**config.mk**
```make
export PLATFORM = sky130hd
export DESIGN_NAME = data_memory
export DESIGN_NICKNAME = d
export VERILOG_FILES = /design/src/rtl/dmem_pkg.sv /design/src/rtl/data_memory.sv
export SDC_FILE = /design/constraint.sdc
export NUM_CORES = 2
export LEC_CHECK = 0
export ABC_AREA = 0
export CELL_PAD_IN_SITES_DETAIL_PLACEMENT = 1
export CELL_PAD_IN_SITES_GLOBAL_PLACEMENT = 1
export CORE_MARGIN = 4
export CORE_UTILIZATION = 50
export CTS_CLUSTER_DIAMETER = 60
export DETAILED_ROUTE_END_ITERATION = 10
export PLACE_DENSITY_LB_ADDON = 0.1
export REMOVE_ABC_BUFFERS = 1
export SETUP_SLACK_MARGIN = 0.1
export SLEW_MARGIN = 5
export SYNTH_ARGS = -nofsm -noshare
export SYNTH_HDL_FRONTEND = slang
export SYNTH_SLANG_ARGS = --single-unit
```
**constraint.sdc**
```tcl
create_clock -name clk -period 2.6 [get_ports clk]
set_input_delay 0.39 -clock clk [delete_from_list [all_inputs] [get_ports clk]]
set_output_delay 0.39 -clock clk [all_outputs]
set_load 0.02 [all_outputs]
```
**src/rtl/dmem_pkg.sv**
```systemverilog
// Shared constants and state encoding for the block data memory.
// Also used by the dcache bench for the default access latency.
package dmem_pkg;

  typedef enum logic [1:0] {
    IDLE = 2'd0,
    BUSY = 2'd1,
    DONE = 2'd2
  } state_t;

  localparam int BLOCK_BYTES     = 4;
  localparam int BYTE_W          = 8;
  localparam int CNT_W           = 4;
  localparam int DEFAULT_LATENCY = 5;

endpackage

```
**src/rtl/data_memory.sv**
```systemverilog
// Slow block-addressed main memory behind the data cache.
// One 4-byte block per request, fixed latency, busywait handshake.
module data_memory
  import dmem_pkg::*;
#(
  parameter int LATENCY = DEFAULT_LATENCY,
  parameter int ADDR_W  = 6
) (
  input  logic              clk,
  input  logic              reset,
  input  logic [ADDR_W-1:0] address,
  input  logic              read,
  input  logic              write,
  input  logic [31:0]       writedata,
  output logic [31:0]       readdata,
  output logic              busywait,
  output logic              err
);

  localparam int DEPTH = BLOCK_BYTES * (2 ** ADDR_W);

  state_t            state;
  state_t            state_nxt;
  logic [CNT_W-1:0]  cnt;
  logic [ADDR_W-1:0] lat_addr;
  logic              lat_wr;
  logic [31:0]       lat_data;
  logic [BYTE_W-1:0] mem [DEPTH];

  logic              req;
  logic [ADDR_W+1:0] b0, b1, b2, b3;

  assign req = read ^ write;
  assign b0  = {lat_addr, 2'd0};
  assign b1  = {lat_addr, 2'd1};
  assign b2  = {lat_addr, 2'd2};
  assign b3  = {lat_addr, 2'd3};

  always_comb begin
    state_nxt = state;
    busywait  = 1'b0;
    unique case (state)
      IDLE: begin
        busywait = req;
        if (req) state_nxt = BUSY;
      end
      BUSY: begin
        busywait = 1'b1;
        if (cnt == '0) state_nxt = DONE;
      end
      DONE:    state_nxt = IDLE;
      default: state_nxt = IDLE;
    endcase
    // Reset overrides any request seen in the same cycle
    if (reset) busywait = 1'b0;
  end

  always_ff @(posedge clk) begin
    if (reset) begin
      state    <= IDLE;
      cnt      <= '0;
      lat_addr <= '0;
      lat_wr   <= 1'b0;
      lat_data <= '0;
      readdata <= '0;
      err      <= 1'b0;
      for (int i = 0; i < DEPTH; i++) mem[i] <= '0;
    end else begin
      state <= state_nxt;
      unique case (state)
        IDLE: begin
          if (req) begin
            lat_addr <= address;
            lat_wr   <= write;
            lat_data <= writedata;
            cnt      <= CNT_W'(LATENCY - 1);
          end
          if (read && write) err <= 1'b1;
        end
        BUSY: begin
          if (cnt != '0) begin
            cnt <= cnt - 1'b1;
          end else if (lat_wr) begin
            mem[b0] <= lat_data[31:24];
            mem[b1] <= lat_data[23:16];
            mem[b2] <= lat_data[15:8];
            mem[b3] <= lat_data[7:0];
          end else begin
            readdata <= {mem[b0], mem[b1], mem[b2], mem[b3]};
          end
        end
        default: ;
      endcase
    end
  end

endmodule

```
==> flow_summary.yaml <==
clocking:
  path_clk_slew_ns: 0.06
  cts_tree: "done"
  cts_max_path_buffers: 3
  insertion_delay_ns: 0.90
  cts_buffers: 224
  clock-sinks: 2126
  cts_max_level: 4
  root_buffer: "clkbuf_16"
worst_setup_path:
  critical_path.max_fanout: 14
  reg2reg_depth: 10
  critPathLaunchType: "register"
  cp_slowest_cell: "a221oi_1"
  slowest_delay_ns: 0.45
  end_kind: "register"
  r2r-end: "readdata[22]"
  crit_required_ns: 3.38
  rrSetupSlack_ns: -0.14
  crit_buf_inv: 4
  cp_top_family: "compound AO/OA/AOI/OAI gates"
  worst-setup-path-type: "reg2reg"
  rr_startpoint: "lat_addr[0]"
  crit_chain: "buf_12, nor2b_4, buf_12, buf_4, a221oi_1, nor2_2, o21ai_2, nand4_1, buf_4, o31a_1"
  worst_ep_arrival_time_ns: 3.53
placement:
  dp_hpwl_mm: 239
  io_buffers: 75
  dp_cells: 9665
  place.gp.congestion: 0.951
routing:
  ant_nets: 0
  viasPerCell: 6.42
  post_drt_wl_per_cell_um: 36.4
  vias: 66200
  initialDrtViolationCount: 8898
  drc: 0
  dr.pass1.iters: 5
  drt_wl_total_mm: 375
hold_path:
  hold_depth: 3
  hold_path_class: "in2reg"
  worstHoldStart: "writedata[12]"
  hold_end: "lat_data[12]"
sta:
  grt_setup_unrepaired: "true"
  fmax_mhz: 365
  max_slew_margin: 0.242
  finalCriticalPeriod_ns: 2.74
  tightest_slew_ns: 1.14
  hold_slack_ns: 0.0399
  hold_viol: 0
  finClkSkew_ns: 0.0332
  drv_slew: 0
  setup_ws_ns: -0.143
  finalCritPeriodShare: 1.06
  setup_viol: 424
yosys:
  synth_area_mm2: 0.0962
  ys_seq_elements: 2126
  synth_warnings: 0
  yosysSeqAreaShare: 0.655
  synth-edff-count: 2048
  synth_area_per_cell_um2: 14.0
  async_flop_share: 0
  synth_ff_type: "edfxtp_1"
  synth_cells: 6877
  ys_types: 73
grt:
  grt_pass1_vias: 67300
  globalRoute.totalOverflow: 0
  antenna_found_initial: 49
  grt_max_degree: 66
  grt_pass1_wl_mm: 512
  grtUsageMet1: 0.463
  use_met2: 0.570
  track_usage: 0.365
  grt-busiest-layer: "met2"
  grt_use_met3: 0.0791
power_and_ir_drop:
  ir_worst_vdd_mv: 0.725
  power.density_mw_per_mm2: 718
  leakage_nw: 43.8
  power_mw: 85.2
status:
  status: "finished, violations left"
  violations: "setup timing"
floorplanning:
  die_y_um: 447
  dieWidth_um: 447
  initial_core_util: 0.504
  core_mm2: 0.191
  ios: 76
  die-area_mm2: 0.200
  placementRows: 160
finish:
  nets: 7624
  final_common_cell: "edfxtp_1"
  drive_above_1_share: 0.260
  area.growth.synth_to_final_pct: 23.3
  finalNonFillerCells: 10300
  fillers: 17400
  layout_common_cells: "edfxtp_1, and2_1, buf_4"
flow_run:
  drv_cap: 0
layer usage:
| layer | up-vias | part of all wire |
|---|---|---|
| met5 | - | 0.00021 |
| met2 | 4128 | 0.46 |
| li1 | 26600 | - |
| met1 | 34400 | 0.36 |
| met4 | 12 | 0.079 |
| met3 | 988 | 0.10 |
worst max-delay path by stage:
stage / end / cells past startpoint / startpoint
finish: readdata[22] / 10 / lat_addr[0]
global route: mem[8][4] / 15 / cnt[0]
CTS: mem[8][10] / 15 / cnt[1]
detailed placement: readdata[31] / 10 / lat_addr[0]
global placement: mem[40][1] / 13 / cnt[0]
floorplan: readdata[21] / 6 / lat_addr[2]
synthesized netlist by cell type (67+ instances only):
cell	n	area, um2
and2_1	2054	12800
edfxtp_1	2048	61500
clkbuf_1	417	1570
mux2i_1	352	3520
a221oi_1	285	2500
nor2_1	213	800
mux4_2	185	4170
nand2_1	148	556
buf_2	108	541
a21oi_1	107	536
clkbuf_2	94	470
o22ai_1	92	576
o21ai_0	89	445
a22oi_1	81	608
dfxtp_1	78	1560
or2_2	67	419
worst min-delay path: cells and delay by family:
family                 cells  cell delay (ns)
AO/OA/AOI/OAI              1             0.05
AND/OR/NAND/NOR            1             0.05
buffers and inverters      1             0.39
where the power goes:
part,internal (mW),total [mW],switching (mW)
Sequential,38.7,39.6,0.902
Clock,17.4,31.4,14.0
Combinational,5.35,14.2,8.85
Total,61.5,85.2,23.7
sequential cells by signal, summed over array words and instances (netlist names):
signal    count
cnt           4
err           1
lat_addr      6
lat_data     32
lat_wr        1
mem        2048
readdata     32
state         2
timing repair:
item | 4_1_cts | 5_1_grt
setup buffers | 60 | 84
resized for setup | 209 | 251
setup endpoints to repair | 3932 | 3829
endpoints found under the hold margin | 1 | 0
pin swaps | 36 | 44
hold buffers | 1 | 0
cloned | 26 | 37
through the flow:
stage / worst slack, ns / utilization / TNS, ns / area [um2]
floorplan: -21.49 / - / - / 92800
detailed placement: -0.397 / 0.560 / -265.67 / 107000
global placement: -0.384 / 0.560 / -293.97 / 107000
CTS: -0.115 / 0.608 / -34.54 / 116000
finish: -0.143 / 0.622 / -17.14 / 119000
global route: -0.191 / 0.622 / -78.55 / 119000
cell families after synthesis:
family          count (synthesis)  synth area share
mux                           567            0.0835
buf+inv                       728            0.0364
xor+xnor                        1         0.0000910
compound gates                839            0.0639
simple gates                 2614             0.161
flops                        2126             0.655
fa+ha+maj                       2          0.000260
final cells by class:
| cell class | instances | area, um2 | share of cell area |
|---|---|---|---|
| flip-flops and latches | 2126 | 63100 | 0.532 |
| multi-input cells | 4023 | 31100 | 0.262 |
| repair buffers | 1200 | 14200 | 0.120 |
| clock buffers | 285 | 5960 | 0.0502 |
| well taps | 2511 | 3140 | 0.0265 |
| clock inverters | 127 | 1020 | 0.00856 |
| diodes | 23 | 57.6 | 0.000485 |
| inverters | 5 | 28.8 | 0.000243 |
Note: power is estimated with default switching activity, not from simulation.
